--- src/rtl/sram_fifo_ctrl.sv ---
// FIFO controller that uses one dual-port SRAM as a circular word buffer.
// Port A carries writes only. Port B carries prefetch reads into a 2-entry output buffer,
// which lets the read port run at one word per cycle.
// Optional feature: define SRAM_FIFO_AFULL_EN to add the AFULL_THRESH parameter and a
// registered afull_out flag.
module sram_fifo_ctrl #(
  parameter int unsigned DWIDTH       = 32,
  parameter int unsigned AWIDTH       = 15
`ifdef SRAM_FIFO_AFULL_EN
  ,
  parameter int unsigned AFULL_THRESH = (2 ** AWIDTH) - 16
`endif
) (
  input  logic              clk_in,
  input  logic              rst_in,
  input  logic              wr_valid_in,
  output logic              wr_ready_out,
  input  logic [DWIDTH-1:0] wr_data_in,
  output logic              rd_valid_out,
  input  logic              rd_ready_in,
  output logic [DWIDTH-1:0] rd_data_out,
  output logic [AWIDTH+1:0] count_out,
  output logic              sram_en_a_out,
  output logic              sram_we_a_out,
  output logic [AWIDTH-1:0] sram_addr_a_out,
  output logic [DWIDTH-1:0] sram_d_a_out,
  output logic              sram_en_b_out,
  output logic              sram_we_b_out,
  output logic [AWIDTH-1:0] sram_addr_b_out,
  input  logic [DWIDTH-1:0] sram_q_b_in
`ifdef SRAM_FIFO_AFULL_EN
  ,
  output logic              afull_out
`endif
);

  localparam int unsigned DEPTH = 2 ** AWIDTH;
  localparam logic [AWIDTH:0] SramFull = (AWIDTH + 1)'(DEPTH);

  logic [AWIDTH-1:0] wptr_q, wptr_d;
  logic [AWIDTH-1:0] rptr_q, rptr_d;
  logic [AWIDTH:0]   sram_cnt_q, sram_cnt_d;
  logic              inflight_q, inflight_d;
  logic [DWIDTH-1:0] out_mem_q [2];
  logic              out_head_q, out_head_d;
  logic [1:0]        out_cnt_q, out_cnt_d;

  logic       accept, issue, pop;
  logic [1:0] out_level;

  // Handshakes and the prefetch decision.
  // out_level counts output slots already claimed after this cycle's pop.
  always_comb begin
    wr_ready_out = !rst_in && (sram_cnt_q < SramFull);
    accept       = wr_valid_in && wr_ready_out;
    rd_valid_out = (out_cnt_q != 2'd0);
    pop          = rd_valid_out && rd_ready_in;
    out_level    = out_cnt_q + {1'b0, inflight_q} - {1'b0, pop};
    issue        = !rst_in && (sram_cnt_q != '0) && (out_level < 2'd2);
  end

  // SRAM port drive, head-of-FIFO data and occupancy.
  always_comb begin
    sram_en_a_out   = accept;
    sram_we_a_out   = accept;
    sram_addr_a_out = accept ? wptr_q : '0;
    sram_d_a_out    = accept ? wr_data_in : '0;
    sram_en_b_out   = issue;
    sram_we_b_out   = 1'b0;
    sram_addr_b_out = issue ? rptr_q : '0;
    rd_data_out     = out_mem_q[out_head_q];
    count_out       = {1'b0, sram_cnt_q} + (AWIDTH + 2)'(inflight_q)
                    + (AWIDTH + 2)'(out_cnt_q);
  end

  // Next-state for the pointers and counters. Pointers wrap naturally at DEPTH.
  always_comb begin
    wptr_d     = wptr_q;
    rptr_d     = rptr_q;
    sram_cnt_d = sram_cnt_q;
    if (accept) wptr_d = wptr_q + 1'b1;
    if (issue)  rptr_d = rptr_q + 1'b1;
    case ({accept, issue})
      2'b10:   sram_cnt_d = sram_cnt_q + 1'b1;
      2'b01:   sram_cnt_d = sram_cnt_q - 1'b1;
      default: sram_cnt_d = sram_cnt_q;
    endcase
    inflight_d = issue;
    out_cnt_d  = out_level;
    out_head_d = out_head_q ^ pop;
  end

  // State registers. Read data returning one cycle after an issue goes into the buffer tail.
  always_ff @(posedge clk_in) begin
    if (rst_in) begin
      wptr_q       <= '0;
      rptr_q       <= '0;
      sram_cnt_q   <= '0;
      inflight_q   <= 1'b0;
      out_head_q   <= 1'b0;
      out_cnt_q    <= 2'd0;
      out_mem_q[0] <= '0;
      out_mem_q[1] <= '0;
    end else begin
      wptr_q     <= wptr_d;
      rptr_q     <= rptr_d;
      sram_cnt_q <= sram_cnt_d;
      inflight_q <= inflight_d;
      out_head_q <= out_head_d;
      out_cnt_q  <= out_cnt_d;
      if (inflight_q) out_mem_q[out_head_q ^ out_cnt_q[0]] <= sram_q_b_in;
    end
  end

`ifdef SRAM_FIFO_AFULL_EN
  localparam logic [AWIDTH+1:0] AfullLvl = (AWIDTH + 2)'(AFULL_THRESH);

  logic afull_q;

  // Registered almost-full flag for early upstream back-pressure.
  always_ff @(posedge clk_in) begin
    if (rst_in) afull_q <= 1'b0;
    else        afull_q <= (count_out >= AfullLvl);
  end

  assign afull_out = afull_q;
`endif

endmodule

--- config.mk ---
export PLATFORM = sky130hd
export DESIGN_NAME = sram_fifo_ctrl
export DESIGN_NICKNAME = d
export VERILOG_FILES = /design/src/rtl/sram_fifo_ctrl.sv
export SDC_FILE = /design/constraint.sdc
export NUM_CORES = 1
export LEC_CHECK = 0
export ABC_AREA = 1
export CAP_MARGIN = 20
export CELL_PAD_IN_SITES_DETAIL_PLACEMENT = 0
export CELL_PAD_IN_SITES_GLOBAL_PLACEMENT = 1
export CORE_ASPECT_RATIO = 1.75
export CORE_MARGIN = 3
export CORE_UTILIZATION = 33
export CTS_CLUSTER_DIAMETER = 60
export DETAILED_ROUTE_END_ITERATION = 12
export GPL_TIMING_DRIVEN = 0
export HOLD_SLACK_MARGIN = 0.05
export PLACE_DENSITY_LB_ADDON = 0.1
export SYNTH_ARGS = -nofsm -noshare
export SYNTH_HDL_FRONTEND = slang
export SYNTH_SLANG_ARGS = --single-unit
--- constraint.sdc ---
create_clock -name clk_in -period 5.85 [get_ports clk_in]
set_input_delay 1.17 -clock clk_in [delete_from_list [all_inputs] [get_ports clk_in]]
set_output_delay 1.17 -clock clk_in [all_outputs]
set_load 0.005 [all_outputs]
==> results of run 1 <==
==> through the flow <==
step           util, %  total power [mW]  std cells
2_1_floorplan        -             2.044        974
3_3_place_gp     44.19             2.741       1405
3_5_place_dp     44.21             2.744       1405
4_1_cts          47.16             3.835       1436
5_1_grt          47.16             4.076       1436
6_report         47.16             3.772       1436
==> where the power goes <==
group,internal (mW),switching [mW],total (mW)
clock network,0.706,0.363,1.07
logic,0.679,0.907,1.59
registers,1.01,0.104,1.12
total,2.40,1.37,3.77
==> state kept, by name, summed over array words and instances (netlist names) <==
signal / cells
out_mem_q: 64
sram_cnt_q: 16
rptr_q: 15
wptr_q: 15
out_cnt_q: 2
inflight_q: 1
out_head_q: 1
==> kinds of logic (layout without fill, tap and decap cells) <==
family / after synthesis / after routing / share of synthesized area, %
compound gates: 57 / 57 / 4.328
xor+xnor: 30 / 30 / 3.851
fa+ha+maj: 23 / 23 / 4.548
buf+inv: 219 / 433 / 12.38
flops: 114 / 114 / 42.84
other cells: 1 / 1 / 0.05496
simple gates: 530 / 530 / 32.00
==> layer usage <==
| metal | vias up | routed length, um | global-route usage, % |
|---|---|---|---|
| met5 | - | 0 | 0 |
| met4 | 0 | 485 | 6.266 |
| met3 | 30 | 658 | 3.364 |
| met2 | 139 | 11800 | 36.72 |
| met1 | 2967 | 7497 | 18.35 |
| li1 | 3385 | - | - |
==> layout make-up <==
cell class	count	share of cell area [%]
Inverter	186	7.310
Clock inverter	11	1.687
Clock buffer	20	4.564
Timing Repair Buffer	183	19.14
Buffer	33	1.517
Multi-Input combinational cell	641	31.99
Sequential cell	114	30.55
Tap cell	248	3.243
==> tightest hold or removal path, stage by stage (launching register included) <==
cell	delay (ns)
dfxtp_1	0.30
nand2_1	0.06
a21oi_1	0.06
==> worst max path at each step <==
stage,start,end,slack [ns],cells after the start
2_1_floorplan,rd_ready_in,sram_cnt_q[8]$_SDFFE_PP0P_,1.69,21
3_3_place_gp,rd_ready_in,sram_cnt_q[11]$_SDFFE_PP0P_,0.60,23
3_5_place_dp,rd_ready_in,sram_cnt_q[11]$_SDFFE_PP0P_,0.59,23
4_1_cts,rd_ready_in,sram_cnt_q[11]$_SDFFE_PP0P_,1.02,23
5_1_grt,rd_ready_in,sram_cnt_q[11]$_SDFFE_PP0P_,0.69,23
6_report,rd_ready_in,sram_addr_b_out[9],1.01,13
==> synthesized netlist by cell type (3+ instances only) <==
| cell type | count |
|---|---|
| inv_1 | 182 |
| dfxtp_1 | 50 |
| buf_4 | 3 |
| buf_2 | 8 |
| clkbuf_1 | 21 |
| nand2_1 | 268 |
| edfxtp_1 | 64 |
| ha_1 | 20 |
| fa_1 | 3 |
| o211ai_1 | 3 |
| xnor2_1 | 5 |
| nor3_1 | 21 |
| nand3_1 | 41 |
| nand3b_1 | 3 |
| nor2_1 | 169 |
| nand4_1 | 14 |
| o21ai_0 | 15 |
| xor2_1 | 25 |
| a21oi_1 | 38 |
==> flow_summary_export.csv, run 1 <==
group,metric,value,unit
die,die_w,114.7,um
die,ios,185,
placement,place_ws,0.5900,ns
setup_path,crit_path_end_kind,"output pin",
synth,synth_area_leaders,"edfxtp_1 28%, nand2_1 15%, dfxtp_1 15%",
clocking,cts.repair.resized,0,
synth,synth_nets,1065,
setup_path,crit_fanout,10,
finish,regArea,0.002923,sq mm
hold_path,min_from,"rptr_q[7]$_SDFFE_PP0N_",
synth,synth_seq_area_share,42.84,%
route,drt_iter0_markers,251,
finish,final_common_cell,"nand2_1",
global_route,grt_pass1_vias,6426,
setup_path,slowest_delay,0.55,ns
sta,fin_crit,4.836,ns
synth,synth_enable_flop_cells,64,
pwr,power_density,394.3,mW/mm^2
synth,synth_ff_type,"edfxtp_1",
global_route,overflow,0,
die,core,0.02029,sq mm
synth,ys_seq_elements,114,
setup_path,crit_top_cell,"nand2_1",
placement,gp_congestion,0.8386,
setup_path,timing.rr.start,"out_cnt_q[1]$_SDFF_PP0_",
sta,final.setup.tns,0,ns
route,vias_per_cell,4.541,
finish,drive_gt1_share,4.545,%
synth,netlist_area,0.006823,sq mm
finish,multiInputGateArea,0.003060,sq mm
clocking,clock_latency,0.41,ns
run_status,status,"complete, no violations",
route,drt-pass1-iter-count,4,
sta,layout_setup_ws,1.014,ns
synth,yosys_warnings,0,
setup_path,critical_path_buf_inv_count,5,
synth,yosysTopAreaCell,"edfxtp_1",
hold_path,hold_class,"reg2reg",
route,drt_wl_total,20440,um
sta,max_freq,206.8,MHz
sta,worstMarginPinSlew,0.8544,ns
placement,hpwl,16000,um
finish,fillers,2107,
clocking,holdBufCountCts,0,
synth,synthCells,974,
clocking,cts_setup_buffers,0,
setup_path,r2r-end,"sram_cnt_q[11]$_SDFFE_PP0P_",
placement,port_buffers,183,
synth,synth_top_area_share,28.17,%
clocking,numCtsBuffers,17,
pwr,leakagePower,4.422,nW
synth,syn_avg_cell_area,7.005,sq um
hold_path,min_delay_path_depth,2,
finish,stdcell_area,0.009568,sq mm
setup_path,crit_chain,"clkdlybuf4s50_1 -> nand2_1 -> inv_1 -> ha_1 -> inv_1 -> ha_1 -> xor2_1 -> nand2_1 -> nand2_1 -> nand3_2 -> clkbuf_1 -> nor2_1 -> clkdlybuf4s50_1",
setup_path,critPathSlowestCell,"clkdlybuf4s50_1",
sta,drv_slew,0,
setup_path,rrSetupSlack,1.55,ns
finish,syn2layout_area_growth,40.23,%
job,maxCapViolations,0,
clocking,cts.clk_slew.worst_paths,0.05,ns
setup_path,critPathRequiredTime,4.68,ns
die,num_rows,69,
setup_path,start_kind,"primary input",
global_route,grt_usage,18.40,%
global_route,grt_pass1_wl,32260,um
route,wire_per_inst,14.23,um
clocking,root_buffer,"clkbuf_16",
finish,fin_nets,1267,
global_route,grt_max_degree,33,
finish,final_cell_mix,"266 x nand2_1, 183 x clkdlybuf4s50_1, 182 x inv_1",
pwr,ir_drop,0.0002720,V
setup_path,critPathTopFamily,"buffers and inverters",
sta,rsz0062_at_grt,"no",
route,vias,6521,
placement,postPlaceCellArea,0.008970,sq mm
sta,holdWs,0.4696,ns
setup_path,critPathKind,"in2out",
sta,setup_viol,0,
synth,synthDistinctLibCells,34,
hold_path,hold_end,"rptr_q[7]$_SDFFE_PP0N_",
die,die_y,196.2,um
synth,async_flop_share,0,%
clocking,clockBufferDepth,2,
sta,hold_viol,0,
sta,timing.slew.headroom,42.84,%
die,start_util,33.63,%
sta,fin_crit_sh,82.66,%
die,die-area,0.02250,sq mm
clocking,htreeDepth,4,
setup_path,cp.arrival,3.67,ns
sta,clock_skew,0.01092,ns
setup_path,worstRegToRegCells,24,
global_route,antenna_found_initial,0,
finish,diodes,0,
clocking,cts_sinks,114,
route,ant_nets,0,
route,drc_errors,0,
clocking,cts_tree,"built",
(Power assumes the default switching activity.)
==> inputs of run 2 (changes only) <==
==> constraint.sdc (replaced) <==
create_clock -name clk_in -period 4.5 [get_ports clk_in]
set_input_delay 0.9 -clock clk_in [delete_from_list [all_inputs] [get_ports clk_in]]
set_output_delay 0.9 -clock clk_in [all_outputs]
set_load 0.005 [all_outputs]
==> flow_summary_export.csv, run 2 (synthesized netlist as in run 1, its figures left out) <==
group,metric,value,unit
die,die_y,196.2,um
clocking,clock_latency,0.41,ns
global_route,overflow,0,
placement,port_buffers,183,
sta,final.setup.tns,0,ns
hold_path,min_delay_path_depth,2,
clocking,htreeDepth,4,
sta,timing.slew.headroom,42.80,%
clocking,numCtsBuffers,17,
setup_path,critPathRequiredTime,3.60,ns
sta,setup_viol,0,
route,drt-pass1-iter-count,4,
sta,holdWs,0.4699,ns
sta,max_freq,233.4,MHz
clocking,cts_sinks,114,
global_route,antenna_found_initial,0,
sta,drv_slew,0,
setup_path,start_kind,"primary input",
sta,worstMarginPinSlew,0.8549,ns
finish,drive_gt1_share,4.630,%
run_status,status,"complete, no violations",
clocking,holdBufCountCts,0,
sta,clock_skew,0.01065,ns
pwr,ir_drop,0.0003537,V
route,ant_nets,0,
finish,diodes,0,
finish,utilization,47.22,%
finish,fin_nets,1267,
die,core,0.02029,sq mm
setup_path,crit_path_end_kind,"output pin",
route,vias_per_cell,4.546,
route,drc_errors,0,
route,wire_per_inst,14.25,um
route,vias,6528,
die,start_util,33.63,%
finish,final_common_cell,"nand2_1",
route,drt_wl_total,20470,um
finish,regMostFlops,"out_mem_q",
finish,final_cell_mix,"266 x nand2_1, 183 x clkdlybuf4s50_1, 182 x inv_1",
sta,rsz0062_at_grt,"no",
clocking,root_buffer,"clkbuf_16",
setup_path,cp.arrival,3.38,ns
clocking,cts_setup_buffers,0,
setup_path,worstRegToRegCells,24,
die,die-area,0.02250,sq mm
global_route,grt_pass1_wl,32260,um
setup_path,crit_fanout,10,
pwr,power,4.923,mW
global_route,grt_max_degree,33,
clocking,cts.clk_slew.worst_paths,0.05,ns
finish,biggestRegsByFlops,"out_mem_q: 64 flops, sram_cnt_q: 16 flops",
sta,fin_crit,4.285,ns
die,die_w,114.7,um
job,maxCapViolations,0,
pwr,leakagePower,4.423,nW
finish,syn2layout_area_growth,40.42,%
finish,stdcell_area,0.009580,sq mm
die,num_rows,69,
global_route,grt_usage,18.40,%
global_route,grt_pass1_vias,6426,
setup_path,critPathKind,"in2out",
placement,gp_congestion,0.8386,
pwr,power_density,513.8,mW/mm^2
clocking,cts_tree,"built",
route,drt_iter0_markers,240,
sta,hold_viol,0,
sta,fin_crit_sh,95.22,%
placement,postPlaceCellArea,0.008970,sq mm
finish,largest_reg_flops,64,
placement,hpwl,16000,um
die,ios,185,
clocking,clockBufferDepth,2,
hold_path,hold_class,"reg2reg",
## run 2: worst max-delay path, stage by stage
cell             delay, ns
clkdlybuf4s50_1       0.46
nand2_1               0.08
inv_1                 0.06
ha_1                  0.21
inv_1                 0.06
ha_1                  0.18
xor2_1                0.16
nand2_1               0.06
nand2_1               0.10
nand3_2               0.12
clkbuf_1              0.28
nor2_1                0.15
clkdlybuf4s50_1       0.55
## run 2: path summary, 6_finish.rpt
check | slack (ns) | startpoint | to
max | 0.22 | rd_ready_in | sram_addr_b_out[9]
min | 0.47 | rptr_q[7]$_SDFFE_PP0N_ | rptr_q[7]$_SDFFE_PP0N_
max reg2reg | 0.65 | out_cnt_q[1]$_SDFF_PP0_ | sram_cnt_q[11]$_SDFFE_PP0P_
min reg2reg | 0.47 | rptr_q[7]$_SDFFE_PP0N_ | rptr_q[7]$_SDFFE_PP0N_
## run 2: cell type report
type,instances,area (sq um)
buffer,33,145.1
sequential,114,2923
fill,2107,10710
clock inverter,11,161.4
tap,248,310.3
timing repair buffer,183,1832
clock buffer,20,436.7
multi-input combinational,641,3073
inverter,186,699.4
## run 2: per-layer routing
metal | part of all wire [%] | track usage, %
met5 | 0 | 0
met4 | 2.4 | 6.266
met3 | 3.2 | 3.364
met2 | 57 | 36.72
met1 | 37 | 18.35
## run 2: through the flow
| stage | setup slack [ns] | instances |
|---|---|---|
| 2_1_floorplan | 0.6067 | 974 |
| 3_3_place_gp | -0.4775 | 1405 |
| 3_5_place_dp | -0.4900 | 1405 |
| 4_1_cts | 0.1979 | 1436 |
| 5_1_grt | 0.01235 | 1436 |
| 6_report | 0.2152 | 1436 |
## run 2: what timing repair did
item / CTS / global route
gates resized for setup: 1 / 1
setup endpoints to repair: 3 / 7
endpoints found under the hold margin: 0 / 0
## run 2: power breakdown
| group | leakage (nW) | switching (mW) | internal (mW) |
|---|---|---|---|
| clock | 0.287 | 0.474 | 0.918 |
| sequential | 1.08 | 0.136 | 1.32 |
| combinational | 3.06 | 1.18 | 0.896 |
